--- src/rtl/mag_agc_pkg.sv ---
// Shared constants, state encoding and sizing helper for the magnitude AGC loop.
package mag_agc_pkg;

    localparam int unsigned SR_CTRL    = 0;
    localparam int unsigned SR_TARGET  = 1;
    localparam int unsigned SR_STEP    = 2;
    localparam int unsigned SR_GAIN    = 3;
    localparam int unsigned SR_SQUELCH = 4;

    typedef enum logic [2:0] {
        StIdle    = 3'd0,
        StAccum   = 3'd1,
        StDecide  = 3'd2,
        StWaitEop = 3'd3
    } agc_state_e;

    function automatic int unsigned acc_width(input int unsigned win_log2_max);
        return 16 + win_log2_max;
    endfunction

endpackage

--- src/rtl/agc_window_accum.sv ---
// Windowed magnitude accumulator: sums beats over 2^win_log2 samples and exposes the mean.
module agc_window_accum
    import mag_agc_pkg::*;
#(
    parameter int unsigned WIN_LOG2_MAX = 12
) (
    input  logic        clk,
    input  logic        aresetn,
    input  logic        clear,
    input  logic        beat_en,
    input  logic [15:0] data,
    input  logic [3:0]  win_log2,
    output logic        done,
    output logic [15:0] mean
);

    localparam int unsigned AccW = acc_width(WIN_LOG2_MAX);
    localparam int unsigned CntW = WIN_LOG2_MAX + 1;

    logic [AccW-1:0] acc_q;
    logic [AccW-1:0] acc_shift;
    logic [CntW-1:0] cnt_q;
    logic [CntW-1:0] cnt_last;

    always_comb begin
        cnt_last  = (CntW'(1) << win_log2) - CntW'(1);
        acc_shift = acc_q >> win_log2;
        mean      = acc_shift[15:0];
        done      = beat_en && (cnt_q == cnt_last);
    end

    always_ff @(posedge clk) begin
        if (!aresetn || clear) begin
            acc_q <= '0;
            cnt_q <= '0;
        end else if (beat_en) begin
            acc_q <= acc_q + AccW'(data);
            cnt_q <= cnt_q + CntW'(1);
        end
    end

endmodule

--- src/rtl/mag_agc_ctrl.sv ---
// Closed-loop mag gain controller: averages the tapped magnitude stream, steps gain toward
// a target with hysteresis, and only commits new gains on packet boundaries.
module mag_agc_ctrl
    import mag_agc_pkg::*;
#(
    parameter int unsigned SR_BASE      = 196,
    parameter int unsigned WIN_LOG2_MAX = 12,
    parameter logic [15:0] GAIN_MIN     = 16'h0010,
    parameter logic [15:0] GAIN_MAX     = 16'hFFF0,
    parameter logic [15:0] GAIN_INIT    = 16'h1000
) (
    input  logic        clk,
    input  logic        aresetn,
    input  logic        set_stb,
    input  logic [7:0]  set_addr,
    input  logic [31:0] set_data,
    input  logic [15:0] mag_tdata,
    input  logic        mag_tlast,
    input  logic        mag_tvalid,
    input  logic        mag_tready,
    output logic [15:0] gain,
    output logic [15:0] squelch_level,
    output logic        gain_update,
    output logic [63:0] rb_data
);

    logic        enable_q, hold_q;
    logic [3:0]  win_cfg_q, win_q, win_wr;
    logic [15:0] target_q, step_q, hyst_q, squelch_q;
    logic [15:0] gain_q, pending_q, last_mean_q;
    logic        gain_update_q;
    agc_state_e  state_q;

    logic        wr_ctrl, wr_target, wr_step, wr_gain, wr_squelch;
    logic        beat, beat_en, acc_clear, win_done;
    logic [15:0] mean;
    logic [16:0] mean_x, hi_x, lo_x, down_x, up_x;
    logic [15:0] dec_pending;
    logic        dec_flag;

    always_comb begin
        wr_ctrl    = set_stb && (set_addr == 8'(SR_BASE + SR_CTRL));
        wr_target  = set_stb && (set_addr == 8'(SR_BASE + SR_TARGET));
        wr_step    = set_stb && (set_addr == 8'(SR_BASE + SR_STEP));
        wr_gain    = set_stb && (set_addr == 8'(SR_BASE + SR_GAIN));
        wr_squelch = set_stb && (set_addr == 8'(SR_BASE + SR_SQUELCH));
        win_wr     = (set_data[7:4] > 4'(WIN_LOG2_MAX)) ? 4'(WIN_LOG2_MAX) : set_data[7:4];
    end

    always_ff @(posedge clk) begin
        if (!aresetn) begin
            enable_q  <= 1'b0;
            hold_q    <= 1'b0;
            win_cfg_q <= '0;
            target_q  <= '0;
            step_q    <= '0;
            hyst_q    <= '0;
            squelch_q <= '0;
        end else begin
            if (wr_ctrl) begin
                enable_q  <= set_data[0];
                hold_q    <= set_data[1];
                win_cfg_q <= win_wr;
            end
            if (wr_target)  target_q  <= set_data[15:0];
            if (wr_step) begin
                step_q <= set_data[15:0];
                hyst_q <= set_data[31:16];
            end
            if (wr_squelch) squelch_q <= set_data[15:0];
        end
    end

    // A manual gain write while running flushes the current window.
    always_comb begin
        beat      = mag_tvalid && mag_tready;
        beat_en   = beat && !hold_q && (state_q == StAccum || state_q == StWaitEop);
        acc_clear = !enable_q || state_q == StIdle || state_q == StDecide || wr_gain;
    end

    agc_window_accum #(
        .WIN_LOG2_MAX (WIN_LOG2_MAX)
    ) u_accum (
        .clk      (clk),
        .aresetn  (aresetn),
        .clear    (acc_clear),
        .beat_en  (beat_en),
        .data     (mag_tdata),
        .win_log2 (win_q),
        .done     (win_done),
        .mean     (mean)
    );

    // 17-bit compares so target+hyst and gain+step cannot wrap.
    always_comb begin
        mean_x = {1'b0, mean};
        hi_x   = {1'b0, target_q} + {1'b0, hyst_q};
        lo_x   = mean_x + {1'b0, hyst_q};
        down_x = {1'b0, gain_q} - {1'b0, step_q};
        up_x   = {1'b0, gain_q} + {1'b0, step_q};
        dec_pending = gain_q;
        dec_flag    = 1'b0;
        if (mean_x > hi_x) begin
            dec_flag    = 1'b1;
            dec_pending = (down_x[16] || down_x[15:0] < GAIN_MIN) ? GAIN_MIN : down_x[15:0];
        end else if (lo_x < {1'b0, target_q}) begin
            dec_flag    = 1'b1;
            dec_pending = (up_x > {1'b0, GAIN_MAX}) ? GAIN_MAX : up_x[15:0];
        end
    end

    always_ff @(posedge clk) begin
        if (!aresetn) begin
            state_q       <= StIdle;
            gain_q        <= GAIN_INIT;
            pending_q     <= '0;
            win_q         <= '0;
            last_mean_q   <= '0;
            gain_update_q <= 1'b0;
        end else begin
            gain_update_q <= 1'b0;
            if (!enable_q) begin
                state_q <= StIdle;
                if (wr_gain && set_data[15:0] != gain_q) begin
                    gain_q        <= set_data[15:0];
                    gain_update_q <= 1'b1;
                end
            end else if (wr_gain && state_q != StIdle) begin
                pending_q <= set_data[15:0];
                state_q   <= StWaitEop;
            end else begin
                case (state_q)
                    StIdle: begin
                        if (wr_gain && set_data[15:0] != gain_q) begin
                            gain_q        <= set_data[15:0];
                            gain_update_q <= 1'b1;
                        end
                        win_q   <= win_cfg_q;
                        state_q <= StAccum;
                    end
                    StAccum: begin
                        if (win_done) state_q <= StDecide;
                    end
                    StDecide: begin
                        last_mean_q <= mean;
                        pending_q   <= dec_pending;
                        win_q       <= win_cfg_q;
                        state_q     <= dec_flag ? StWaitEop : StAccum;
                    end
                    StWaitEop: begin
                        if (beat && mag_tlast) begin
                            if (pending_q != gain_q) begin
                                gain_q        <= pending_q;
                                gain_update_q <= 1'b1;
                            end
                            state_q <= win_done ? StDecide : StAccum;
                        end else if (win_done) begin
                            state_q <= StDecide;
                        end
                    end
                    default: state_q <= StIdle;
                endcase
            end
        end
    end

    assign gain          = gain_q;
    assign squelch_level = squelch_q;
    assign gain_update   = gain_update_q;
    assign rb_data       = {gain_q, last_mean_q, target_q, 13'b0, state_q};

endmodule

--- config.mk ---
export PLATFORM = sky130hd
export DESIGN_NAME = mag_agc_ctrl
export DESIGN_NICKNAME = d
export VERILOG_FILES = /design/src/rtl/mag_agc_pkg.sv /design/src/rtl/agc_window_accum.sv /design/src/rtl/mag_agc_ctrl.sv
export SDC_FILE = /design/constraint.sdc
export NUM_CORES = 1
export LEC_CHECK = 0
export ABC_CLOCK_PERIOD_IN_PS = 5800
export BUFFER_PORTS_ARGS = -buffer_cell sky130_fd_sc_hd__clkbuf_2
export CAP_MARGIN = 5
export CORE_MARGIN = 2
export CORE_UTILIZATION = 54
export DETAILED_ROUTE_END_ITERATION = 10
export PLACE_DENSITY_LB_ADDON = 0.2
export SYNTH_ARGS = -nofsm -noshare
export SYNTH_HDL_FRONTEND = slang
export SYNTH_SLANG_ARGS = --single-unit
--- constraint.sdc ---
create_clock -name clk -period 5.8 [get_ports clk]
set_input_delay 0.29 -clock clk [delete_from_list [all_inputs] [get_ports clk]]
set_output_delay 0.29 -clock clk [all_outputs]
set_load 0.01 [all_outputs]
Word level (Yosys, flattened, before mapping) --
Index checks and enable logic that the tools add are counted.
Word-level totals: bits in registers 167, latch bits 0, memory bits (writable) 0, memory bits (read-only) 0, bits of input ports 62, output and inout port bits 97, memories 0
Cells by class: add/sub/neg operators 7, $mul 0, divide/modulo/power cells 0, $lt $le $gt $ge 5, eq/ne operators 15, shifts and indexed selects 2, mux-type cells 27, bitwise operators 3, reduce and logical (&&, ||, !) cells 31
Operators by type and width (number):
- 16-bit 2-to-1 mux | 11
- 16-bit by 16-bit adder with 17-bit output | 3
- 8-bit equality test (second input constant) | 5
- 16-bit != test | 2
- 16-bit case mux with 2 select lines | 1
- 28-bit by 16-bit adder with 28-bit output | 1
- 28-bit by 4-bit >> shifter with 16-bit output | 1
- 16-bit by 17-bit greater-than comparator with 1-bit output | 1
- 17-bit by 16-bit greater-than comparator with 1-bit output (second input constant) | 1
- 17-bit by 16-bit < comparator with 1-bit output | 1
- 16-bit by 16-bit subtractor with 17-bit output | 1
- 16-bit by 5-bit < comparator with 1-bit output (second input constant) | 1
- 13-bit by 1-bit adder with 13-bit output (second input constant) | 1
- 13-bit equality test | 1
- 1-bit by 4-bit left shift with 13-bit output (first input constant) | 1
- 13-bit by 2-bit subtractor with 13-bit output (second input constant) | 1
- 1-bit logical AND | 12
- 3-bit case mux with 4 select lines | 1
- 1-bit 2-to-1 mux | 7
- 3-bit by 2-bit equality test with 1-bit output (second input constant) | 2
- 1-bit logical OR | 6
- 2-bit 2-to-1 mux | 3
- 3-bit 2-to-1 mux | 2
- 3-bit by 2-bit != test with 1-bit output (second input constant) | 2
- other kinds (16) | 22

Depth between registers and ports, before layout --
Gate-level depths: netlist (run 1).
word-level depth 8, depth in mapped cells 28, gate-level depth less buffers 25

Modules after synthesis --
A second synthesis (run 1) with hierarchy kept.
Unflattened totals: cells, all modules 1786, area total of the unflattened synthesis 14012.2 sq um
By module, submodules not included:
- mag_agc_ctrl | times used 1, cells each 1274, area an instance 9825.7 sq um, sequential area each 2522.4 sq um
- agc_window_accum | times used 1, cells each 512, area an instance 4186.5 sq um, sequential area each 820.8 sq um

Least setup slack after synthesis (run 1) --
OpenSTA, ideal clock, no wires.
kind reg-to-reg, start reg win_q[1], end reg pending_q[2], arrival 5.429 ns, slack 0.297 ns, cell stages (with the launch flop) 26, path buffers 3, clock period less this slack 5.503 ns, cell sequence dfxtp_1 clkbuf_1 clkbuf_1 buf_1 mux2i_1 nand2_1 a31o_2 mux2_2 ha_1 a21o_1 a21o_1 a21oi_1 o21ai_0 nand4_1 a31oi_1 and2_1 o21ai_0 a221oi_1 ha_1 o21a_1 o21ai_0 nor4b_1 nor2_1 nand3_1 or4b_1 a31oi_1
Between the ends: longest elaborated chain between the ends 7, elaborated cells on any way between the ends 8, those cells by class 1 x add/sub; 2 x order compare; 1 x shift; 4 x mux
RTL lines:
- from (decl) | line mag_agc_ctrl.sv:28 | logic [3:0] win_cfg_q, win_q, win_wr;
- from (signal assigned) | line mag_agc_ctrl.sv:138 | win_q <= win_cfg_q;
- from (signal assigned) | line mag_agc_ctrl.sv:147 | win_q <= win_cfg_q;
- 28-bit by 4-bit >> shifter with 16-bit output * | line agc_window_accum.sv:27 | acc_shift = acc_q >> win_log2;
- via mean[1] | line mag_agc_ctrl.sv:36 | logic [15:0] mean;
- 16-bit by 16-bit adder with 17-bit output | line mag_agc_ctrl.sv:98 | lo_x = mean_x + {1'b0, hyst_q};
- 17-bit by 16-bit < comparator with 1-bit output | line mag_agc_ctrl.sv:106 | end else if (lo_x < {1'b0, target_q}) begin
- 16-bit 2-to-1 mux | line mag_agc_ctrl.sv:106
- 16-bit 2-to-1 mux * | line mag_agc_ctrl.sv:103 | if (mean_x > hi_x) begin
- 16-bit 2-to-1 mux * | line mag_agc_ctrl.sv:132 | case (state_q)
- 16-bit 2-to-1 mux * | line mag_agc_ctrl.sv:128 | end else if (wr_gain && state_q != StIdle) begin
- to (signal assigned) | line mag_agc_ctrl.sv:129 | pending_q <= set_data[15:0];
- to (signal assigned) | line mag_agc_ctrl.sv:146 | pending_q <= dec_pending;
- to (decl) | line mag_agc_ctrl.sv:30 | logic [15:0] gain_q, pending_q, last_mean_q;
The timed path passes the listed nets; every way through them passes the cells marked *. The select of a mux whose other input is x is not followed. A chain may end at the register's enable or synchronous reset.

Worst setup path in the final report (run 1) --
start reg win_q[1], end reg pending_q[6]
The elaborated chain is that of the path after synthesis.

==> flow_summary_export.csv, run 1 <==
group,metric,value,unit
status,status,"completed",
global_routing,track_usage,0.307,
die,boundaryPins,159,
place,dp_hpwl,30700,microns
global_routing,grt_use_met1,0.435,
routing,dr.pass1.iters,5,
yosys,synth_edf_count,0,
power,powerDensity,162,mW/mm^2
yosys,syn-cell-area,0.0136,sq mm
global_routing,use_met2,0.478,
power,pwr-share-clk,0.473,
routing,drtAntennaViolNets,0,
power,sw_frac_of_total,0.270,
sta,skew,0.0153,ns
yosys,ys_types,85,
worst_setup_path,crit_start,"win_q[1]$_SDFFE_PN0P_",
sta,fmax,183,MHz
clock_network,cts_buffers,17,
layout,n_fill_cell,2172,
worst_setup_path,crit_arrival,5.80,ns
yosys,synthMuxAreaShare,0.0735,
global_routing,grt_overflow_total,0,
clock_network,ctsHoldBuffers,0,
sta,timing.final.crit_share,0.941,
die,initial_core_util,0.554,
routing,viasPerCell,6.19,
power,p_comb_frac,0.054,
power,leakagePower,6.09,nW
global_routing,grt_max_degree,72,
yosys,synth_top_family_by_area,"compound AO/OA/AOI/OAI gates",
clock_network,clk_pin_slew,0.07,ns
global_routing,antenna_found_initial,0,
die,dieArea,0.0264,sq mm
worst_setup_path,reg2reg_from,"win_q[1]$_SDFFE_PN0P_",
power,p_int,0.00177,W
die,die_w,162,microns
clock_network,root_buffer,"clkbuf_16",
yosys,seq_area_frac_synth,0.247,
routing,drt_first_iter_violations,1334,
die,coreArea,0.0245,sq mm
power,p_total,0.00243,W
place,port-buffer-count,145,
routing,drt-wirelength-per-cell,19.2,microns
yosys,synth_compound_area_frac,0.221,
global_routing,top_usage_layer,"met2",
sta,slew_violations,0,
place,gp_congestion,0.915,
yosys,synth_warnings,0,
power,seqPwrFrac,0.473,
clock_network,cts.sinks,167,
worst_setup_path,start_kind,"register",
sta,slew_headroom,0.327,
routing,vias,13200,
run,drv_cap,0,
sta,fin_crit,5.46,ns
worst_setup_path,worstPathRequired,6.14,ns
yosys,synth_ff_type,"dfxtp_1",
layout,drive_gt1_frac,0.151,
yosys,syn_inst,1707,
clock_network,htreeDepth,4,
clock_network,clock_latency,0.46,ns
power,vdd_drop_max,0.000138,V
layout,antenna_cells,0,
worst_setup_path,critPathMaxFanout,20,
layout,nets,1976,
worst_setup_path,worst-setup-path-type,"register to register",
power,p_sw,0.000656,W
clock_network,tritoncts,"built",
layout,area_growth_syn_to_layout,10.9,%
yosys,ys_async_sr_fraction,0,
yosys,synth-simple-area-share,0.220,
yosys,avgSynthCellArea,7.94,sq um
die,rows,57,
global_routing,grt_pass1_vias,12000,
yosys,synthXorXnorAreaFrac,0.0646,
worst_setup_path,endpoint_kind,"register",
worst_setup_path,reg2reg_slack,0.34,ns
routing,drc_errors,0,
global_routing,use_met3,0.0593,
yosys,synth-adder-area-share,0.112,
worst_setup_path,setup.worst_path.end,"pending_q[6]$_SDFFE_PN0P_",
worst_setup_path,rr_worst_depth,25,
sta,setup_tns,0,ns
worst_setup_path,reg2reg_to,"pending_q[6]$_SDFFE_PN0P_",
sta,hold_viol,0,
sta,setup_viol,0,
global_routing,grt_pass1_wl,65000,microns
clock_network,max-clock-path-buffers,2,
yosys,ys_ff_latch,167,
routing,wirelength,41000,microns
sta,tightest_slew,1.01,ns
min_path,min_path_type,"primary input to register",
die,chipHeight,162,microns
-- worst min-delay path by stage --
stage                                      startpoint                           to  slack (ns)  cells past startpoint
final                                    set_data[19]       hyst_q[3]$_SDFFE_PN0P_        0.07                      3
after CTS                                set_data[19]       hyst_q[3]$_SDFFE_PN0P_        0.07                      3
after global placement    last_mean_q[7]$_SDFFE_PN0P_  last_mean_q[7]$_SDFFE_PN0P_        0.45                      2
after detailed placement  last_mean_q[7]$_SDFFE_PN0P_  last_mean_q[7]$_SDFFE_PN0P_        0.46                      2
after floorplan                           set_data[0]        enable_q$_SDFFE_PN0P_        0.43                      2
after global routing                     set_data[21]       hyst_q[5]$_SDFFE_PN0P_        0.09                      3
-- worst max-delay path, cell delays in order, from the launching register on --
cell and delay (ns):
dfxtp_4 0.45, buf_6 0.22, mux2i_1 0.29, nand2_1 0.08, o21ai_0 0.11, mux2i_1 0.13, mux2_2 0.34, ha_1 0.29
a21o_1 0.12, a21o_1 0.15, a21oi_1 0.09, o21ai_0 0.23, nand4_1 0.17, a31oi_2 0.25, and2_1 0.19, o21ai_0 0.07
a221oi_1 0.30, ha_1 0.28, o21a_1 0.18, o21ai_0 0.20, nor4b_1 0.09, nor2_1 0.19, buf_4 0.22, and2_1 0.16
nand3_1 0.17, o311a_1 0.38
-- registers in the layout, indices dropped and copies added, names as in the netlist --
name and flops:
hyst_q 16, win_q 4, win_cfg_q 4, enable_q 1, target_q 16, gain_update 1
squelch_level 16, state_q 3, gain 16, hold_q 1, step_q 16, u_accum.cnt_q 13
u_accum.acc_q 28, last_mean_q 16, pending_q 16
-- Yosys cell counts (6+ instances only) --
| library cell | count | area share |
|---|---|---|
| o211ai_1 | 19 | 0.011 |
| o31ai_1 | 6 | 0.0033 |
| a21o_1 | 28 | 0.016 |
| o311a_1 | 8 | 0.0059 |
| o21bai_1 | 8 | 0.0044 |
| xor2_1 | 29 | 0.019 |
| nand2_1 | 187 | 0.052 |
| xnor2_1 | 71 | 0.046 |
| and3_1 | 16 | 0.0074 |
| a2111oi_0 | 6 | 0.0039 |
| nor3_1 | 38 | 0.014 |
| or3_1 | 30 | 0.014 |
| dfxtp_1 | 167 | 0.25 |
| o221a_2 | 15 | 0.012 |
| or2_2 | 8 | 0.0037 |
| o21ai_0 | 68 | 0.025 |
| a211oi_1 | 7 | 0.0039 |
| nand4_1 | 29 | 0.013 |
| a21oi_1 | 128 | 0.047 |
| buf_4 | 29 | 0.016 |
| a211o_1 | 6 | 0.0039 |
| nor4_1 | 6 | 0.0028 |
| nand3_1 | 42 | 0.016 |
| buf_1 | 8 | 0.0022 |
| inv_1 | 67 | 0.019 |
| nand2b_1 | 13 | 0.0060 |
| a21boi_0 | 47 | 0.026 |
| o221ai_1 | 9 | 0.0058 |
| nor2b_1 | 63 | 0.029 |
| mux2_2 | 8 | 0.0066 |
| a31oi_1 | 20 | 0.0092 |
| mux4_2 | 10 | 0.017 |
| nor2_1 | 119 | 0.033 |
| o21a_1 | 11 | 0.0061 |
| ha_1 | 113 | 0.10 |
| and2_1 | 17 | 0.0078 |
| mux2i_1 | 68 | 0.050 |
| a221oi_1 | 10 | 0.0065 |
| clkbuf_1 | 78 | 0.022 |
-- metrics by stage --
step | instance area [sq um] | utilization | hold slack [ns] | setup slack (ns) | instances
global placement | 14400 | 0.589 | 0.455 | 0.268 | 2100
floorplan | 13600 | - | 0.435 | 0.297 | 1720
detailed placement | 14400 | 0.589 | 0.457 | 0.198 | 2100
global route | 15000 | 0.614 | 0.0896 | -0.0484 | 2133
CTS | 15000 | 0.613 | 0.0663 | 0.160 | 2132
finish | 15000 | 0.614 | 0.0662 | 0.340 | 2133
-- per-layer routing --
layer	routed length [microns]	up-vias	share of wire
li1	-	6291	-
met2	17900	600	0.44
met3	3510	84	0.086
met5	0	-	0
met1	18600	6227	0.45
met4	917	0	0.022
-- cell type report --
class	count	area (sq um)	area share
Inverter	68	255	0.0170
Clock inverter	15	150	0.00999
Timing Repair Buffer	178	983	0.0654
Tap cell	324	405	0.0270
Clock buffer	17	425	0.0283
Sequential cell	167	3350	0.223
Multi-Input combinational cell	1364	9460	0.629
-- power groups by stage --
stage	combinational (W)	clock, W	sequential (W)
after global routing	0.000141	0.00120	0.00115
final	0.000132	0.00115	0.00115
after detailed placement	0.000128	0	0.00118
after CTS	0.000129	0.00115	0.00115
after floorplan	0.0000785	0	0.00118
after global placement	0.000127	0	0.00118
-- logic make-up (layout without fill, tap and decap cells) --
logic type | after synthesis | in the layout
fa+ha+maj | 118 | 118
xor+xnor | 100 | 100
mux | 86 | 86
buf+inv | 189 | 278
simple gates | 601 | 601
compound gates | 445 | 445
flops | 167 | 167
other cells | 1 | 14
-- what timing repair did --
item                                    CTS  global route
buffers inserted                          0             0
endpoints found under the setup margin    0            17
resized for setup                         0             9
-- cell usage in the layout (no fill, tap or decap), types with 9 or more instances in the layout --
cell type and n:
nor2b_1 63, nand2_1 187, and2_1 17, o21a_1 11, clkbuf_16 17, inv_1 67, dfxtp_1 165, clkbuf_2 144
and3_1 16, a21boi_0 47, a21oi_1 126, conb_1 14, or3_1 30, a221oi_1 10, nand2b_1 13, xor2_1 29
nand4_1 29, o21ai_0 68, mux2i_1 67, o221a_2 15, o221ai_1 9, a31oi_1 19, nor2_1 118, o211ai_1 19
xnor2_1 71, a21o_1 28, nand3_1 42, ha_1 113, buf_4 32, mux4_2 10, nor3_1 36
(Power assumes the default switching activity.)
==> run 2: changes to the inputs <==
--- a/config.mk
+++ b/config.mk
@@ -6,7 +6,7 @@
 export NUM_CORES = 1
 export LEC_CHECK = 0
 export ABC_CLOCK_PERIOD_IN_PS = 5800
-export BUFFER_PORTS_ARGS = -buffer_cell sky130_fd_sc_hd__clkbuf_2
+export BUFFER_PORTS_ARGS = -buffer_cell sky130_fd_sc_hd__buf_2
 export CAP_MARGIN = 5
 export CORE_MARGIN = 2
 export CORE_UTILIZATION = 54
==> run 2 against run 1 <==
  * Setup slack improved by 0.015 ns
  * Non-clock buffer count down 5
  * Clock power barely moved
  * Sequential power about the same
  * Critical path depth up 1
  * Sequential cell count did not move
  * Global-route usage down 0.35 points
  * Maximum frequency grew 0.28%
  * Via count shrank 0.99%
  * Critical endpoint is now pending_q[2]$_SDFFE_PN0P_
  * Total power rose by 0.51%
==> flow_summary_export.csv, run 2 (synthesis results as in run 1) <==
group,metric,value,unit
die,rows,57,
power,p_comb_frac,0.054,
layout,final_common_cell,"nand2_1",
worst_setup_path,crit_top_cell,"a21oi_1",
worst_setup_path,endpoint_kind,"register",
sta,slew_headroom,0.170,
worst_setup_path,worst-setup-path-type,"register to register",
global_routing,grt_pass1_wl,63800,microns
place,dpl.cell_count,2095,
worst_setup_path,cp_slowest_cell,"dfxtp_4",
die,die_w,162,microns
sta,fin_crit,5.44,ns
routing,wirelength,40800,microns
routing,drtAntennaViolNets,0,
layout,final_cell_mix,"187 x nand2_1, 165 x dfxtp_1, 145 x buf_2",
place,port-buffer-count,145,
die,dieArea,0.0264,sq mm
worst_setup_path,crit_family,"compound AO/OA/AOI/OAI gates",
layout,largest_register,"u_accum.acc_q",
power,p_int,0.00183,W
worst_setup_path,worst-path-buf-inv,3,
place,gp_congestion,0.942,
routing,drt-wirelength-per-cell,19.2,microns
power,p_total,0.00244,W
power,p_sw,0.000615,W
sta,setup_viol,0,
layout,n_fill_cell,2198,
layout,final_cell_count_no_fill,2129,
status,status,"completed",
min_path,min_path_type,"primary input to register",
place,dp_hpwl,30500,microns
worst_setup_path,critPathMaxFanout,11,
die,boundaryPins,159,
power,pwr-share-clk,0.475,
clock_network,max-clock-path-buffers,2,
clock_network,clk_pin_slew,0.07,ns
die,initial_core_util,0.554,
worst_setup_path,crit_arrival,5.82,ns
routing,drc_errors,0,
die,chipHeight,162,microns
power,leakagePower,6.12,nW
routing,drt_first_iter_violations,1154,
global_routing,track_usage,0.304,
clock_network,tritoncts,"built",
die,coreArea,0.0245,sq mm
global_routing,grt_pass1_vias,11900,
sta,tightest_slew,1.24,ns
power,seqPwrFrac,0.471,
worst_setup_path,max_stage_delay,0.43,ns
sta,rsz0062_at_grt,"false",
clock_network,clock_latency,0.45,ns
clock_network,htreeDepth,4,
global_routing,grt_overflow_total,0,
sta,skew,0.0105,ns
clock_network,ctsHoldBuffers,0,
layout,largest_reg_flops,28,
routing,vias,13100,
worst_setup_path,start_kind,"register",
routing,viasPerCell,6.14,
sta,fmax,184,MHz
routing,dr.pass1.iters,8,
layout,area_growth_syn_to_layout,10.8,%
global_routing,grt_max_degree,69,
power,powerDensity,163,mW/mm^2
power,sw_frac_of_total,0.252,
layout,drive_gt1_frac,0.150,
sta,timing.final.crit_share,0.939,
clock_network,cts_buffers,17,
global_routing,antenna_found_initial,2,
run,drv_cap,0,
layout,nets,1971,
worst_setup_path,worstPathRequired,6.17,ns
sta,hold_viol,0,
power,vdd_drop_max,0.000150,V
sta,slew_violations,0,
clock_network,root_buffer,"clkbuf_16",
clock_network,cts.sinks,167,
==> run 2: cell types whose count changed in the layout (fill, tap and decap cells not counted), moves of 3 or more <==
| cell | previous run | this run |
|---|---|---|
| buf_4 | 32 | 28 |
| inv_6 | 8 | 3 |
| buf_2 | 0 | 145 |
| clkbuf_2 | 144 | 0 |
| clkinvlp_4 | 1 | 4 |
==> run 2: worst paths after layout <==
| path | startpoint | endpoint | slack [ns] | cells after the start |
|---|---|---|---|---|
| hold reg to reg | last_mean_q[6]$_SDFFE_PN0P_ | last_mean_q[6]$_SDFFE_PN0P_ | 0.46 | 2 |
| setup reg to reg | win_q[1]$_SDFFE_PN0P_ | pending_q[2]$_SDFFE_PN0P_ | 0.36 | 26 |
| setup / recovery | win_q[1]$_SDFFE_PN0P_ | pending_q[2]$_SDFFE_PN0P_ | 0.36 | 26 |
| hold / removal | set_data[24] | hyst_q[8]$_SDFFE_PN0P_ | 0.09 | 3 |
==> run 2: power by group through the flow <==
stage	clock (W)	sequential, W	combinational, W
after detailed placement	0	0.00118	0.000128
after CTS	0.00117	0.00115	0.000129
final	0.00116	0.00115	0.000132
after floorplan	0	0.00118	0.0000785
after global routing	0.00122	0.00115	0.000142
after global placement	0	0.00118	0.000127
==> run 2: worst min-delay path, stage by stage <==
cell and delay (ns):
buf_2 0.09, nand2_1 0.04, a21boi_0 0.06
==> run 2: per-layer routing <==
| layer | track usage | part of all wire | vias to the layer above | wire, microns |
|---|---|---|---|---|
| met5 | 0 | 0.00032 | - | 13 |
| met4 | 0.107 | 0.026 | 2 | 1080 |
| met3 | 0.0624 | 0.082 | 77 | 3350 |
| met2 | 0.465 | 0.43 | 566 | 17600 |
| met1 | 0.424 | 0.46 | 6150 | 18700 |
| li1 | - | - | 6276 | - |
==> run 2: final cells by class <==
cell class | instances | area (sq um) | share of cell area
sequential | 167 | 3350 | 0.223
clock inverter | 13 | 140 | 0.00933
clock buffer | 19 | 453 | 0.0302
timing repair buffer | 173 | 936 | 0.0623
tap | 324 | 405 | 0.0270
inverter | 68 | 255 | 0.0170
antenna | 1 | 2.50 | 0.000167
multi-input combinational | 1364 | 9480 | 0.631
==> run 2: what timing repair did <==
item	4_1_cts	5_1_grt
gates cloned	0	0
resized for setup	1	12
endpoints found under the hold margin	0	0
setup buffers	0	1
setup endpoints to repair	7	17
pin swaps	0	2
==> run 2: stage by stage <==
stage	utilization	area, sq um	hold WS (ns)	worst slack, ns	setup TNS [ns]
floorplan	-	13600	0.435	0.297	0
global placement	0.587	14400	0.453	0.148	0
detailed placement	0.587	14400	0.461	-0.116	-0.641
CTS	0.612	15000	0.0933	0.00867	0
global route	0.614	15000	0.0986	0.0130	0
finish	0.614	15000	0.0940	0.355	0
